<file path="src/rtl/pe_out_collector.sv">
// Output collector for a row of PE accumulators. Each lane's result is captured, arbitrated
// lowest-index-first, requantised to 8 bits and queued in a FWFT FIFO. Optional macro
// PE_COLLECT_ROUND_EN selects round-half-up requantisation instead of truncation.
module pe_out_collector #(
    parameter int unsigned LANES = 4,
    parameter int unsigned DEPTH = 8,
    parameter int unsigned LW    = (LANES > 1) ? $clog2(LANES) : 1
) (
    input  logic                clk,
    input  logic                reset,
    input  logic [LANES-1:0]    in_done,
    input  logic [16*LANES-1:0] in_value,
    input  logic [15:0]         bias,
    input  logic [3:0]          shift,
    output logic                out_valid,
    input  logic                out_ready,
    output logic [7:0]          out_data,
    output logic [LW-1:0]       out_lane,
    output logic                ovf
);
    localparam int unsigned AW = $clog2(DEPTH);
    localparam int unsigned CW = AW + 1;

    // Per-lane capture state
    logic [LANES-1:0] arm_q;
    logic [LANES-1:0] pend_q, pend_d;
    logic [15:0]      hold_q [LANES];
    logic             ovf_q, ovf_d;

    // Arbiter
    logic             grant_vld;
    logic [LW-1:0]    grant_idx;
    logic [CW+1:0]    in_flight;
    logic             credit_ok;
    logic             issue;
    logic [LANES-1:0] issue_vec;

    // Requantisation pipeline
    logic signed [17:0] s1_sum_d;
    logic               s1_v_q;
    logic signed [17:0] s1_sum_q;
    logic [3:0]         s1_shift_q;
    logic [LW-1:0]      s1_lane_q;
    logic [18:0]        s2_ext;
    logic [18:0]        s2_shifted;
    logic [7:0]         s2_data_d;
    logic               s2_v_q;
    logic [7:0]         s2_data_q;
    logic [LW-1:0]      s2_lane_q;

    // Output FIFO
    logic [7:0]    mem_data [DEPTH];
    logic [LW-1:0] mem_lane [DEPTH];
    logic [AW-1:0] wr_ptr_q, rd_ptr_q;
    logic [CW-1:0] count_q;
    logic          push, pop;

    // in_value is only final one cycle after in_done, so done is delayed by one stage
    always_ff @(posedge clk) begin
        if (reset) begin
            arm_q <= '0;
        end else begin
            arm_q <= in_done;
        end
    end

    always_comb begin
        grant_vld = 1'b0;
        grant_idx = '0;
        for (int i = LANES - 1; i >= 0; i--) begin
            if (pend_q[i]) begin
                grant_vld = 1'b1;
                grant_idx = LW'(i);
            end
        end
    end

    // Credit covers everything that will eventually land in the FIFO, so it never overflows
    assign in_flight = {2'b00, count_q} + (CW+2)'(s1_v_q) + (CW+2)'(s2_v_q);
    assign credit_ok = in_flight < (CW+2)'(DEPTH);
    assign issue     = grant_vld & credit_ok;

    always_comb begin
        issue_vec = '0;
        if (issue) begin
            issue_vec[grant_idx] = 1'b1;
        end
    end

    always_comb begin
        pend_d = pend_q & ~issue_vec;
        ovf_d  = ovf_q;
        for (int i = 0; i < LANES; i++) begin
            if (arm_q[i]) begin
                if (pend_q[i] && !issue_vec[i]) begin
                    ovf_d = 1'b1;
                end else begin
                    pend_d[i] = 1'b1;
                end
            end
        end
    end

    always_ff @(posedge clk) begin
        if (reset) begin
            pend_q <= '0;
            ovf_q  <= 1'b0;
        end else begin
            pend_q <= pend_d;
            ovf_q  <= ovf_d;
        end
    end

    // A lane issued this cycle frees its holding register for the incoming value
    always_ff @(posedge clk) begin
        for (int i = 0; i < LANES; i++) begin
            if (arm_q[i] && (!pend_q[i] || issue_vec[i])) begin
                hold_q[i] <= in_value[16*i +: 16];
            end
        end
    end

    assign s1_sum_d = $signed({2'b00, hold_q[grant_idx]}) + $signed({{2{bias[15]}}, bias});

    always_ff @(posedge clk) begin
        if (reset) begin
            s1_v_q     <= 1'b0;
            s1_sum_q   <= '0;
            s1_shift_q <= '0;
            s1_lane_q  <= '0;
        end else begin
            s1_v_q <= issue;
            if (issue) begin
                s1_sum_q   <= s1_sum_d;
                s1_shift_q <= shift;
                s1_lane_q  <= grant_idx;
            end
        end
    end

    // Negative sums are forced to zero, so only the non-negative path needs shifting
    always_comb begin
        s2_ext = {s1_sum_q[17], s1_sum_q};
`ifdef PE_COLLECT_ROUND_EN
        if (s1_shift_q != 4'd0) begin
            s2_ext = s2_ext + (19'd1 << (s1_shift_q - 4'd1));
        end
`endif
        s2_shifted = s2_ext >> s1_shift_q;
        if (s1_sum_q[17]) begin
            s2_data_d = 8'd0;
        end else if (|s2_shifted[18:8]) begin
            s2_data_d = 8'hff;
        end else begin
            s2_data_d = s2_shifted[7:0];
        end
    end

    always_ff @(posedge clk) begin
        if (reset) begin
            s2_v_q    <= 1'b0;
            s2_data_q <= '0;
            s2_lane_q <= '0;
        end else begin
            s2_v_q <= s1_v_q;
            if (s1_v_q) begin
                s2_data_q <= s2_data_d;
                s2_lane_q <= s1_lane_q;
            end
        end
    end

    assign push = s2_v_q;
    assign pop  = out_valid & out_ready;

    always_ff @(posedge clk) begin
        if (push) begin
            mem_data[wr_ptr_q] <= s2_data_q;
            mem_lane[wr_ptr_q] <= s2_lane_q;
        end
    end

    always_ff @(posedge clk) begin
        if (reset) begin
            wr_ptr_q <= '0;
            rd_ptr_q <= '0;
            count_q  <= '0;
        end else begin
            if (push) begin
                wr_ptr_q <= wr_ptr_q + AW'(1);
            end
            if (pop) begin
                rd_ptr_q <= rd_ptr_q + AW'(1);
            end
            count_q <= count_q + CW'(push) - CW'(pop);
        end
    end

    assign out_valid = (count_q != '0);
    assign out_data  = out_valid ? mem_data[rd_ptr_q] : 8'd0;
    assign out_lane  = out_valid ? mem_lane[rd_ptr_q] : '0;
    assign ovf       = ovf_q;

endmodule

</file>
<file path="config.mk">
export PLATFORM = sky130hd
export DESIGN_NAME = pe_out_collector
export DESIGN_NICKNAME = d
export VERILOG_FILES = /design/src/rtl/pe_out_collector.sv
export SDC_FILE = /design/constraint.sdc
export NUM_CORES = 1
export LEC_CHECK = 0
export CAP_MARGIN = 20
export CORE_MARGIN = 5
export CORE_UTILIZATION = 45
export DETAILED_ROUTE_END_ITERATION = 7
export DONT_BUFFER_PORTS = 1
export PLACE_DENSITY = 0.67
export SYNTH_ARGS = -nofsm -noshare
export SYNTH_HDL_FRONTEND = slang
export SYNTH_SLANG_ARGS = --single-unit
</file>
<file path="constraint.sdc">
create_clock -name clk -period 3.3 [get_ports clk]
set_input_delay 0.66 -clock clk [delete_from_list [all_inputs] [get_ports clk]]
set_output_delay 0.66 -clock clk [all_outputs]
set_load 0.02 [all_outputs]
</file>
# ---- Word level (Yosys, flattened, before mapping)
# Memories as Yosys holds them, arrays and structs flattened. A register that Yosys moved wholly into a read port is not among the register bits.
# Cells that the tools add are included.
dict set report op_classes {
  addsub 7
  n_mul 0
  n_div 0
  magnitude_cmp 3
  n_eq_ne 0
  shifts 1
  muxes 45
  bitwise 4
  reduce_logical 23
}
# operator count
set op_table {}
lappend op_table {{two-way mux 1 bit} 31}
lappend op_table {{two-way mux 8 bit} 3}
lappend op_table {{right shift 19 x 4 -> 19 bit} 1}
lappend op_table {{adder 17 x 16 -> 18 bit} 1}
lappend op_table {{two-way mux 3 bit} 4}
lappend op_table {{OR reduction 11 bit} 1}
lappend op_table {{two-way mux 2 bit} 5}
lappend op_table {{logical AND 1 bit} 9}
lappend op_table {{logical NOT 1 bit} 8}
lappend op_table {{adder 3 x 1 -> 3 bit, second input constant} 2}
lappend op_table {{adder 5 x 1 -> 6 bit} 1}
lappend op_table {{< comparator 6 x 4 -> 1 bit, second input constant} 1}
lappend op_table {{adder 4 x 1 -> 5 bit} 1}
lappend op_table {{adder 4 x 1 -> 4 bit} 1}
lappend op_table {{AND 4 bit} 1}
lappend op_table {{logical OR 1 bit} 4}
lappend op_table {{two-way mux 4 bit} 1}
lappend op_table {{inverter 4 bit} 1}
lappend op_table {{nonzero test 4 bit} 1}
lappend op_table {{subtractor 4 x 1 -> 4 bit} 1}
lappend op_table {{< comparator 2 x 3 -> 1 bit, second input constant} 1}
lappend op_table {{AND 1 bit} 2}
lappend op_table {{demux 1 bit (select 2 bit)} 1}
lappend op_table {{greater-or-equal comparator 2 x 1 -> 1 bit, second input constant} 1}
dict set report totals {
  register_bits 55
  latchBits 0
  ram_bits 144
  rom_bits 0
  inputBits 91
  out_inout_bits 12
  wordCells 99
  n_memories 3
}
# name depth word_bits rd rd_clocked_by_memory_dff wr line
set memory_table {}
lappend memory_table {hold_q 4 16 1 0 4 27} ;# logic [15:0] hold_q [LANES];
lappend memory_table {mem_data 8 8 1 1 1 52} ;# logic [7:0] mem_data [DEPTH];
lappend memory_table {mem_lane 8 2 1 1 1 53} ;# logic [LW-1:0] mem_lane [DEPTH];

# ---- Logic depth before layout (Yosys ltp)
dict set report logic_depth {
  ltp_word 19
  ltp_mapped 14
  depth_no_buf 12
}

# ---- Worst setup path before layout
# OpenSTA, ideal clock, no wires.
dict set report synth_path {
  path_kind {register -> register}
  from {register s2_v_q (netlist: push)}
  to {memory hold_q[2][0] (enable)}
  setup_time_ns 0.414
  arrival_time_ns 2.788
  path_slack_ns 0.099
  path_stages_with_launch 8
  path_buffers 1
  period_less_slack_ns 3.201
  path_cell_list {dfxtp_1 ha_1 a21o_1 a21oi_1 o21ba_2 buf_2 nand2_1 a21boi_0}
}
# item line
set synth_lines {}
lappend synth_lines {{start, declared} 47} ;# logic s2_v_q;
lappend synth_lines {{start signal, assigned} 165} ;# s2_v_q <= s1_v_q;
lappend synth_lines {{end, declared} 27}

# ---- Final worst setup path
dict set report layout_path {
  from {register pend_q[1]}
  to {register s1_sum_q[10]}
}
dict set report layout_between {
  elab_chain_cells 4
  word_cells_on_any_way 7
}
# item line
set layout_lines {}
lappend layout_lines {{start, declared} 26} ;# logic [LANES-1:0] pend_q, pend_d;
lappend layout_lines {{start signal, assigned} 109} ;# pend_q <= pend_d;
lappend layout_lines {{two-way mux 2 bit (2 in series)} 71} ;# if (pend_q[i]) begin
lappend layout_lines {{memory (4 x 16 bit)} n/a}
lappend layout_lines {{adder 17 x 16 -> 18 bit} 123} ;# assign s1_sum_d = $signed({2'b00, hold_q[grant_idx]}) + $signed({{2{bias[15]}}, bias});
lappend layout_lines {{end signal, assigned} 134} ;# s1_sum_q <= s1_sum_d;
lappend layout_lines {{end, declared} 41} ;# logic signed [17:0] s1_sum_q;
# Parallel ways exist; a longest one is shown, timed or not.
# A chain may end at the register's enable or synchronous reset.

==> impl_metrics.py <==
metrics = {
    "outcome": {
        "status": "finished clean",
    },
    "yosys": {
        "synth_edf_count": 144,
        "synth_area_um2": 9316,
        "yosysTopAreaCell": "edfxtp_1",
        "synth_adder_area_share_pct": 4.056,
        "syn_avg_cell_area_um2": 12.37,
        "synthSimpleGateAreaFrac_pct": 12.15,
        "yosysWarnings": 0,
        "synth-seq-area-share_pct": 58.88,
        "ys_types": 64,
        "yosys-mux-area-fraction_pct": 10.18,
        "syn-num-nets": 873,
        "synthCells": 753,
        "synth_top_family_by_area": "simple AND/OR/NAND/NOR gates",
        "synth_top_area_share_pct": 46.41,
        "ys.flop_type": "edfxtp_1",
        "synthXorXnorAreaFrac_pct": 1.222,
        "synth-compound-area-share_pct": 10.65,
        "async_flop_share_pct": 0,
        "ys_ff_latch": 202,
        "synthTopCellsByArea": "edfxtp_1, dfxtp_1, mux4_2",
    },
    "timing": {
        "min_period_ps": 3123,
        "rsz0062_at_grt": "false",
        "setup_violations": 0,
        "skew_ps": 11.65,
        "worstMarginPinSlew_ps": 1074,
        "hold_viol": 0,
        "hold-worst-slack_ps": 240.5,
        "slew_violations": 0,
        "min_period_over_period_pct": 94.63,
        "fin_tns_setup_ps": 0,
        "clock.fmax_ghz": 0.3202,
        "slew_headroom_pct": 28.17,
    },
    "setup_path": {
        "timing.rr.start": "pend_q[1]",
        "path_depth": 12,
        "timing.reg2reg.setup_slack_ps": 180,
        "critPathKind": "reg -> reg",
        "endpoint": "s1_sum_q[10]",
        "reg2regPathDepth": 12,
        "crit_path_cell_trace": "nor4_4 > nor2_1 > nor2_1 > nor3_1 > ha_1 > fa_1 > a21o_1 > nand4_1 > a21oi_1 > o31ai_1 > mux2_2 > a311o_1",
        "r2r_end": "s1_sum_q[10]",
        "cp_num_buf_inv": 0,
        "critPathMaxFanout": 7,
        "critPathLaunchType": "register",
        "crit_required_ps": 3670,
        "critPathMostFrequentCell": "nor2_1",
        "cpMaxStageDelayCell": "fa_1",
        "worst_setup_path_end_kind": "register",
        "slowest_delay_ps": 410,
        "path_delay_family": "compound AO/OA/AOI/OAI gates",
        "cp-startpoint": "pend_q[1]",
        "cp_data_arrival_time_ps": 3490,
    },
    "detailed_routing": {
        "avgRoutedWirePerCell_um": 18.81,
        "finalWirelength_um": 19600,
        "wl_met2_um": 9911,
        "maxUsedRoutingLayer": "met4",
        "drc_errors": 0,
        "wl_met1_um": 8062,
        "dr_wl_met3_um": 1266,
        "viasPerCell": 5.723,
        "vias": 5963,
        "first_iter_violations": 368,
        "ant_nets": 0,
        "drtPass1Iterations": 5,
    },
    "run": {
        "cap_viol_max_count": 0,
    },
    "finish": {
        "num_antenna_cells": 0,
        "nets": 878,
        "ff_latch_area_um2": 5490,
        "area_delta_synth_final_pct": 11.39,
        "nFillCells": 1779,
        "drive_gt1_share_pct": 12.95,
        "multi_input_area_um2": 3575,
    },
    "global_route": {
        "grtUsageTotal_pct": 16.45,
        "grt_pass1_wl_um": 31980,
        "grt_max_degree": 62,
        "antenna_found_initial": 0,
        "grt_overflow": 0,
        "grt_pass1_vias": 6254,
    },
    "cts": {
        "clk_latency_ps": 490,
        "clockBufferDepth": 3,
        "clockRootBuffer": "clkbuf_16",
        "cts_tree": "yes",
        "cts_buffers": 21,
        "clkTransAtPathRegs_ps": 60,
        "cts.htree.levels": 1,
        "clock-sinks": 202,
    },
    "placement": {
        "place.gp.congestion": 0.8405,
        "io_buffers": 0,
        "dpl.hpwl_um": 13950,
    },
    "die": {
        "num_rows": 52,
        "core_um2": 20300,
        "initial_utilization_pct": 45.89,
        "fp.dieW_um": 153.9,
        "die_area_um2": 23680,
        "ioPinCount": 103,
        "die_y_um": 153.9,
    },
    "power_and_ir_drop": {
        "swShare_pct": 30.06,
        "p_int_mw": 5.315,
        "ir_worst_vdd_v": 0.0005418,
        "p_per_area_nw_per_um2": 732.3,
        "p_leak_nw": 3.650,
        "switching_power_mw": 2.284,
        "clockPowerShare_pct": 31.8,
        "p_seq_share_pct": 43.0,
        "power_frac_comb_pct": 25.2,
    },
    "hold_path": {
        "hold_class": "in -> reg",
    },
}
[power groups by stage]
stage               Clock, mW  Sequential, mW  Combinational [mW]
CTS                      2.47            3.26                1.94
detailed placement          0            3.32                1.93
finish                   2.41            3.27                1.92
global route             2.59            3.30                2.16
floorplan                   0            3.21                1.61
global placement            0            3.29                1.88
[layout by cell type (no fill, tap or decap), types with 4 or more instances in the layout]
master	netlist	routed
nor4_1	4	4
mux2i_1	34	34
o21ai_0	17	17
o21a_1	7	7
nand2_1	53	53
nor2b_1	11	11
a21oi_1	48	48
xnor2_1	8	8
nor2_1	85	85
nor3_1	29	27
dfxtp_2	0	4
inv_1	17	17
xor2_1	5	5
dfxtp_1	58	54
nand3_1	8	8
mux2_2	4	4
a211o_1	4	4
and3_1	6	6
clkbuf_1	20	5
mux4_2	25	25
ha_1	27	27
buf_4	3	23
edfxtp_1	144	144
a211oi_1	7	7
clkbuf_16	0	22
a31oi_1	7	7
a21o_1	10	10
and2_1	5	5
nand2b_1	15	15
o22ai_1	16	16
o221ai_1	8	8
[worst register-to-register path, delay by kind of cell (launching register included)]
kind / cells / cell delay [ps]
flops: 1 / 360
simple gates: 5 / 730
fa+ha+maj: 2 / 640
compound gates: 4 / 910
mux: 1 / 370
[area by class of cell]
| type | count | share of cell area, % |
|---|---|---|
| tap | 270 | 3.255 |
| sequential | 202 | 52.91 |
| timing repair buffer | 24 | 1.857 |
| multi-input combinational | 491 | 34.45 |
| inverter | 18 | 0.6511 |
| clock inverter | 9 | 1.266 |
| clock buffer | 28 | 5.618 |
[what timing repair did]
item / CTS / global route
gates resized for setup: 0 / 4
setup endpoints to repair: 0 / 2
buffers inserted: 0 / 0
hold buffers: 0 / 0
[cells in the mapped netlist (6+ instances only)]
library cell and n:
buf_2 12, mux4_2 25, a31oi_1 7, dfxtp_1 58, a21o_1 10, o21a_1 7, nor3_1 29, and3_1 6
xnor2_1 8, ha_1 27, nand2_1 53, nand3_1 8, clkbuf_1 20, nand2b_1 15, nor2_1 85, o221ai_1 8
o22ai_1 16, a21oi_1 48, mux2i_1 34, nor2b_1 11, o21ai_0 17, edfxtp_1 144, a211oi_1 7, inv_1 17
[through the flow]
step / cells / power (mW) / util [%] / area, µm² / worst slack [ps]
floorplan: 753 / 4.814 / - / 9316 / 98.56
CTS: 1042 / 7.671 / 51.10 / 10370 / 161.7
finish: 1042 / 7.599 / 51.12 / 10380 / 177.1
global route: 1042 / 8.048 / 51.12 / 10380 / 13.49
detailed placement: 1005 / 5.251 / 47.58 / 9658 / 175.9
global placement: 1005 / 5.178 / 47.58 / 9658 / 280.6
[logic make-up (layout without fill, tap and decap cells)]
| family | count (synthesis) | in the layout |
|---|---|---|
| simple gates | 236 | 236 |
| flops | 202 | 202 |
| compound gates | 150 | 150 |
| mux | 63 | 63 |
| buf+inv | 60 | 79 |
| fa+ha+maj | 29 | 29 |
| xor+xnor | 13 | 13 |
[metal layers]
layer	track usage [%]	vias up
li1	-	2841
met1	19.75	2939
met2	29.50	148
met3	4.384	35
met4	4.079	0
met5	0	-
[worst min-delay path by stage]
| stage | startpoint | end | slack (ps) | depth (start not counted) |
|---|---|---|---|---|
| 6_report | reset | s1_shift_q[2] | 240 | 1 |
| 5_1_grt | reset | s1_shift_q[0] | 210 | 1 |
| 4_1_cts | reset | s1_shift_q[2] | 220 | 1 |
| 3_5_place_dp | s1_sum_q[0] | s1_sum_q[0] | 450 | 2 |
| 3_3_place_gp | s1_lane_q[1] | s1_lane_q[1] | 450 | 2 |
| 2_1_floorplan | arm_q[3] | pend_q[3] | 430 | 2 |
[sequential cells by signal, summed over array words and instances, names as in the netlist, named ones only]
signal,flops
s2_data_q,8
s1_lane_q,2
mem_lane,16
s1_v_q,1
s2_lane_q,2
arm_q,4
rd_ptr_q,3
push,1
s1_sum_q,18
mem_data,64
s1_shift_q,4
wr_ptr_q,3
hold_q,64
ovf,1
count_q,4
pend_q,4
Power figures use the tool's default switching activity.
